**src/rtl/cnn_pkg.sv**
```systemverilog
// Shared constants, layer codes and sequencer state encoding for the
// conv/pool/flatten address path.
package cnn_pkg;

  localparam int CNN_IMG_W  = 64;
  localparam int CNN_ADDR_W = 12;

  typedef enum logic [1:0] {
    L_CONV = 2'd0,
    L_POOL = 2'd1,
    L_FLAT = 2'd2,
    L_ILL  = 2'd3
  } layer_e;

  typedef logic [1:0] state_t;
  localparam state_t S_IDLE = 2'd0;
  localparam state_t S_TAP  = 2'd1;
  localparam state_t S_WR   = 2'd2;
  localparam state_t S_DONE = 2'd3;

endpackage

```
**src/rtl/tap_offset_lut.sv**
```systemverilog
// Window tap geometry: (layer, tap) -> signed row/col offset and last-tap flag.
// Offsets are 2-bit two's complement (-1..+1).
module tap_offset_lut
  import cnn_pkg::*;
(
  input  logic [1:0] layer,
  input  logic [3:0] tap_idx,
  output logic [1:0] dy,
  output logic [1:0] dx,
  output logic       last_tap
);

  // conv walks a 3x3 window around the centre, pool a 2x2 from top-left,
  // flatten has a single tap at offset 0
  always_comb begin
    dy       = 2'b00;
    dx       = 2'b00;
    last_tap = 1'b1;
    case (layer)
      L_CONV: begin
        last_tap = (tap_idx == 4'd8);
        case (tap_idx)
          4'd0, 4'd1, 4'd2: dy = 2'b11;
          4'd6, 4'd7, 4'd8: dy = 2'b01;
          default:          dy = 2'b00;
        endcase
        case (tap_idx)
          4'd0, 4'd3, 4'd6: dx = 2'b11;
          4'd2, 4'd5, 4'd8: dx = 2'b01;
          default:          dx = 2'b00;
        endcase
      end
      L_POOL: begin
        last_tap = (tap_idx == 4'd3);
        dy       = {1'b0, tap_idx[1]};
        dx       = {1'b0, tap_idx[0]};
      end
      default: last_tap = 1'b1;
    endcase
  end

endmodule

```
**src/rtl/win_addr_seq.sv**
```systemverilog
// Per-layer address sequencer. Walks output pixels in raster order, one read
// tap per cycle followed by one write slot. All outputs are registered from
// the next-state values; only rd_vld/wr_en see hold combinationally.
module win_addr_seq
  import cnn_pkg::*;
#(
  parameter int IMG_W  = CNN_IMG_W,
  parameter int ADDR_W = CNN_ADDR_W
) (
  input  logic              clk,
  input  logic              reset,
  input  logic              start,
  input  logic [1:0]        layer,
  input  logic              hold,
  output logic              busy,
  output logic [ADDR_W-1:0] rd_addr,
  output logic              rd_vld,
  output logic              rd_pad,
  output logic [3:0]        tap_idx,
  output logic              fm_sel,
  output logic [ADDR_W-1:0] wr_addr,
  output logic              wr_en,
  output logic              done
);

  localparam int            LW        = $clog2(IMG_W);
  localparam logic [LW-1:0] CONV_LAST = LW'(IMG_W - 1);
  localparam logic [LW-1:0] HALF_LAST = LW'(IMG_W / 2 - 1);

  state_t        state_q, state_n;
  logic [1:0]    layer_q, layer_n;
  logic [LW-1:0] row_q, row_n, col_q, col_n;
  logic [3:0]    tap_q, tap_n;
  logic          fm_q, fm_n;
  logic          last_q;
  logic [LW-1:0] ext_last;
  logic          rc_last;

  logic [1:0]    dy, dx;
  logic          lut_last;
  logic [LW:0]   rs, cs;

  logic              busy_n, done_n, rd_vld_n, rd_pad_n, fm_o_n, wr_en_n;
  logic [ADDR_W-1:0] rd_addr_n, wr_addr_n;
  logic [3:0]        tap_o_n;
  logic              rd_vld_q, wr_en_q;

  // geometry for the slot about to be presented
  tap_offset_lut u_lut (
    .layer    (layer_n),
    .tap_idx  (tap_n),
    .dy       (dy),
    .dx       (dx),
    .last_tap (lut_last)
  );

  assign ext_last = (layer_q == L_CONV) ? CONV_LAST : HALF_LAST;
  assign rc_last  = (row_q == ext_last) && (col_q == ext_last);

  // FSM and raster counters; hold freezes everything while busy
  always_comb begin
    state_n = state_q;
    layer_n = layer_q;
    row_n   = row_q;
    col_n   = col_q;
    tap_n   = tap_q;
    fm_n    = fm_q;
    case (state_q)
      S_IDLE: begin
        if (start && (layer != L_ILL)) begin
          state_n = S_TAP;
          layer_n = layer;
          row_n   = '0;
          col_n   = '0;
          tap_n   = '0;
          fm_n    = 1'b0;
        end
      end
      S_TAP: begin
        if (!hold) begin
          if (last_q) begin
            state_n = S_WR;
            tap_n   = '0;
          end else begin
            tap_n = tap_q + 4'd1;
          end
        end
      end
      S_WR: begin
        if (!hold) begin
          if (rc_last && ((layer_q == L_CONV) || fm_q)) begin
            state_n = S_DONE;
          end else begin
            state_n = S_TAP;
            if ((layer_q == L_FLAT) && !fm_q) begin
              // flatten: second map of the same element before moving on
              fm_n = 1'b1;
            end else begin
              if (layer_q == L_FLAT) fm_n = 1'b0;
              if (col_q == ext_last) begin
                col_n = '0;
                if (row_q == ext_last) begin
                  // pool: first map finished, restart raster on map 1
                  row_n = '0;
                  fm_n  = 1'b1;
                end else begin
                  row_n = row_q + LW'(1);
                end
              end else begin
                col_n = col_q + LW'(1);
              end
            end
          end
        end
      end
      default: state_n = S_IDLE;
    endcase
  end

  // address/flag values for the next slot; conv bounds test on the sign bit
  always_comb begin
    rs        = {1'b0, row_n} + {{(LW-1){dy[1]}}, dy};
    cs        = {1'b0, col_n} + {{(LW-1){dx[1]}}, dx};
    busy_n    = (state_n == S_TAP) || (state_n == S_WR);
    done_n    = (state_n == S_DONE);
    rd_addr_n = '0;
    rd_vld_n  = 1'b0;
    rd_pad_n  = 1'b0;
    tap_o_n   = '0;
    fm_o_n    = 1'b0;
    wr_addr_n = '0;
    wr_en_n   = 1'b0;
    if (state_n == S_TAP) begin
      tap_o_n = tap_n;
      fm_o_n  = fm_n;
      case (layer_n)
        L_CONV: begin
          if (rs[LW] || cs[LW]) begin
            rd_pad_n = 1'b1;
          end else begin
            rd_vld_n  = 1'b1;
            rd_addr_n = ADDR_W'({rs[LW-1:0], cs[LW-1:0]});
          end
        end
        L_POOL: begin
          rd_vld_n  = 1'b1;
          rd_addr_n = ADDR_W'({row_n[LW-2:0], dy[0], col_n[LW-2:0], dx[0]});
        end
        default: begin
          rd_vld_n  = 1'b1;
          rd_addr_n = ADDR_W'({row_n[LW-2:0], col_n[LW-2:0]});
        end
      endcase
    end else if (state_n == S_WR) begin
      wr_en_n = 1'b1;
      fm_o_n  = fm_n;
      case (layer_n)
        L_CONV:  wr_addr_n = ADDR_W'({row_n, col_n});
        L_POOL:  wr_addr_n = ADDR_W'({row_n[LW-2:0], col_n[LW-2:0]});
        default: wr_addr_n = ADDR_W'({row_n[LW-2:0], col_n[LW-2:0], fm_n});
      endcase
    end
  end

  // state, counters and registered outputs
  always_ff @(posedge clk) begin
    if (reset) begin
      state_q  <= S_IDLE;
      layer_q  <= 2'd0;
      row_q    <= '0;
      col_q    <= '0;
      tap_q    <= '0;
      fm_q     <= 1'b0;
      last_q   <= 1'b0;
      busy     <= 1'b0;
      done     <= 1'b0;
      rd_addr  <= '0;
      rd_vld_q <= 1'b0;
      rd_pad   <= 1'b0;
      tap_idx  <= '0;
      fm_sel   <= 1'b0;
      wr_addr  <= '0;
      wr_en_q  <= 1'b0;
    end else begin
      state_q  <= state_n;
      layer_q  <= layer_n;
      row_q    <= row_n;
      col_q    <= col_n;
      tap_q    <= tap_n;
      fm_q     <= fm_n;
      last_q   <= lut_last;
      busy     <= busy_n;
      done     <= done_n;
      rd_addr  <= rd_addr_n;
      rd_vld_q <= rd_vld_n;
      rd_pad   <= rd_pad_n;
      tap_idx  <= tap_o_n;
      fm_sel   <= fm_o_n;
      wr_addr  <= wr_addr_n;
      wr_en_q  <= wr_en_n;
    end
  end

  assign rd_vld = rd_vld_q & ~hold;
  assign wr_en  = wr_en_q & ~hold;

endmodule

```
**config.mk**
```make
export PLATFORM = sky130hd
export DESIGN_NAME = win_addr_seq
export DESIGN_NICKNAME = d
export VERILOG_FILES = /design/src/rtl/cnn_pkg.sv /design/src/rtl/tap_offset_lut.sv /design/src/rtl/win_addr_seq.sv
export SDC_FILE = /design/constraint.sdc
export NUM_CORES = 1
export LEC_CHECK = 0
export BUFFER_PORTS_ARGS = -buffer_cell sky130_fd_sc_hd__clkbuf_2
export CORE_ASPECT_RATIO = 0.7
export CORE_MARGIN = 10
export CORE_UTILIZATION = 25
export DETAILED_ROUTE_END_ITERATION = 8
export PLACE_DENSITY_LB_ADDON = 0.3
export REMOVE_ABC_BUFFERS = 1
export SYNTH_ARGS = -nofsm -noshare
export SYNTH_HDL_FRONTEND = slang
export SYNTH_SLANG_ARGS = --single-unit
```
**constraint.sdc**
```tcl
create_clock -name clk -period 4.4 [get_ports clk]
set_clock_uncertainty 0.1 [all_clocks]
set_input_delay 0.22 -clock clk [delete_from_list [all_inputs] [get_ports clk]]
set_output_delay 0.22 -clock clk [all_outputs]
set_load 0.005 [all_outputs]
```
==> impl_metrics.toml <==
[cells_and_area]
area_growth_pct = 22.8
drive_gt1_frac = 0.231
fin_cells = 616
antenna_cells = 0
finalNetCount = 480
fin_area_mm2 = 0.00402

[sta]
min_period_ps = 4130
timing.fmax_ghz = 0.242
tns_ps = 0
slew_viol_final = 0
hold_viol_final = 0
setup_viol = 0
slew_headroom = 0.484
fin_hold_ws_ps = 403
tightest_slew_ps = 769
fin_crit_sh = 0.939

[detailed_routing]
firstDrtPassIters = 5
avgViaCountPerCell = 4.98
vias = 3066
wl_um = 10200
remaining_drc_errors = 0
wire_per_inst_um = 16.5
dr.first_iter.drc_count = 273
ant_nets = 0

[worst_setup_path]
critical_path.top_delay_family = "compound AO/OA/AOI/OAI gates"
critPathBufInv = 1
cp-end-kind = "register"
max_stage_delay_ps = 470
startpoint = "col_q[0]"
cpMaxStageDelayCell = "fa_1"
worst_path_most_repeated_cell = "or2_2"
path_max_fanout = 9
crit_chain = "ha_1 > nand4_1 > or2_2 > o21ai_2 > mux2i_1 > or2_2 > fa_1 > nor2b_1 > o21ai_0 > a21boi_1 > o21a_1 > a211oi_1 > o2111a_1 > buf_4 > a221o_1"
critPathLaunchType = "register"
crit_type = "register to register"
worstPathRequired_ps = 4490
timing.rr.start = "col_q[0]"
critPathArrivalTime_ps = 4220

[pwr]
p_clk_frac = 0.358
power.switching_w = 0.000307
combPwrFrac = 0.167
p_int_w = 0.000792
p_leak_nw = 1.77
vdd_drop_max_mv = 0.134
p_seq_frac = 0.475
switching_share = 0.280
power_density_mw_per_mm2 = 274

[global_route]
grt_pass1_vias = 3039
grt_max_degree = 28
grt_first_pass_wirelength_um = 16200
gr-total-overflow = 0
antenna_found_initial = 0
track_usage = 0.113

[clock_tree]
clk_pin_slew_worst_paths_ps = 70
cts.sinks = 56
htreeDepth = 2
cts_buffers = 5
postCtsHoldBufs = 0
cts-root-buf = "clkbuf_16"
clkLatencyLatePin_ps = 300
clk_path_buf_depth = 2
cts_tree = "yes"

[placed_design]
placed_cell_area_mm2 = 0.00382
dp_hpwl_um = 7910
place_inst = 608
place.gp.congestion = 0.880
io_buffer_count = 39

[logic_synthesis]
yosys.area.top_type = "dfxtp_1"
ys_warn_count = 0
seq_area_frac_synth = 0.343
synthCells = 393
synth-edff-count = 0
netlist_area_mm2 = 0.00327
synth_cell_types = 66
ys_seq_elements = 56
ys.flop_type = "dfxtp_1"
syn_area_per_cell_um2 = 8.32
synthArstFlopShare = 0
synth_top_area_share = 0.343
yosys-top-cells-area = "dfxtp_1, nor2_1, ha_1"

[die]
die_x_um = 157
die_y_um = 116
die_area_mm2 = 0.0181
rows = 34
core-area_mm2 = 0.0126
start_util = 0.260
ios = 40

[min_path]
hold_path.startpoint = "reset"
hp-class = "input port to register"

[flow_run]
maxCapViolations = 0

[status]
outcome = "finished, final reports clean"
## logic make-up after synthesis
group | count (synthesis) | synth area share
mux | 3 | 0.00918
fa+ha+maj | 20 | 0.0811
flops | 56 | 0.343
simple gates | 168 | 0.267
compound gates | 104 | 0.234
xor+xnor | 9 | 0.0241
buf+inv | 33 | 0.0425
## layout by cell type, fill, tap and decap left out, types with 3 or more instances in the layout
cell,instances
a21o_1,10
nor3_1,16
nor2b_1,10
o21ai_1,3
xnor2_1,3
o22ai_1,4
o21ai_0,8
nor2_1,62
nand4_1,3
nand3b_1,3
or2_2,7
a31oi_1,6
ha_1,18
clkbuf_16,5
a211oi_1,8
a221o_1,5
a22oi_1,3
dfxtp_1,54
xor2_1,6
o211ai_1,3
and2_1,3
a22o_1,3
o21a_1,6
and3_1,3
buf_4,31
nand2_1,22
inv_1,17
nand3_1,7
nand2b_1,5
clkbuf_2,39
mux2i_1,3
a21oi_1,20
## worst paths after layout
kind	to	slack (ps)	cells past startpoint
max	rd_addr[4]	270	15
min	busy	400	2
max reg2reg	rd_addr[4]	270	15
min reg2reg	tap_q[3]	520	2
## cell usage after synthesis, types with 7 or more instances
library cell  instances
ha_1                 18
inv_1                17
nor2_1               63
o21ai_0               9
a21oi_1              20
a21o_1               10
nand2_1              22
nor2b_1              11
nor3_1               17
a211oi_1              8
clkbuf_1             10
or2_2                 7
dfxtp_1              56
nand3_1               7
## worst reg2reg max path, stage by stage, from the launching register on
cell and delay, ps:
dfxtp_1 370, ha_1 220, nand4_1 270, or2_2 450, o21ai_2 200, mux2i_1 150
or2_2 350, fa_1 470, nor2b_1 120, o21ai_0 100, a21boi_1 190, o21a_1 200
a211oi_1 70, o2111a_1 280, buf_4 170, a221o_1 300
## routing by layer
layer,routed length [um],vias up,GRT usage
met5,0,-,0
met1,5460,1462,0.166
met3,531,8,0.0341
li1,-,1540,-
met2,4110,56,0.158
met4,82,0,0.0226
## flip-flops by register name, indices dropped and copies added, names as in the netlist
register,flops
fm_q,1
fm_sel,1
col_q,6
row_q,6
rd_addr,12
rd_pad,1
busy,1
wr_en_q,1
tap_idx,4
rd_vld_q,1
tap_q,4
wr_addr,12
done,1
state_q,2
layer_q,2
last_q,1
## cell type report
cell class / instances / area, um2
flip-flops and latches: 56 / 1120
well taps: 162 / 203
multi-input cells: 304 / 2060
clock buffers: 6 / 129
repair buffers: 70 / 428
fillers: 1360 / 8580
inverters: 17 / 63.8
clock inverters: 1 / 5.00
## through the flow
stage | util | setup slack, ps | total power [W]
CTS | 0.314 | 67.6 | 0.00110
global route | 0.319 | -12.0 | 0.00116
global placement | 0.303 | 236 | 0.000708
floorplan | - | 343 | 0.000644
finish | 0.319 | 268 | 0.00110
detailed placement | 0.303 | 86.2 | 0.000710
## power by group through the flow
stage	logic, W	registers [W]	clock network (W)
after global routing	0.000205	0.000522	0.000428
after floorplan	0.000112	0.000532	0
after global placement	0.000176	0.000532	0
final	0.000184	0.000521	0.000393
after CTS	0.000179	0.000521	0.000403
after detailed placement	0.000178	0.000532	0
## timing repair
action                     in CTS  in global routing
setup endpoints to repair       0                 12
gates resized for setup         0                 17
setup buffers                   0                  1
Note: power is estimated with default switching activity, not from simulation.
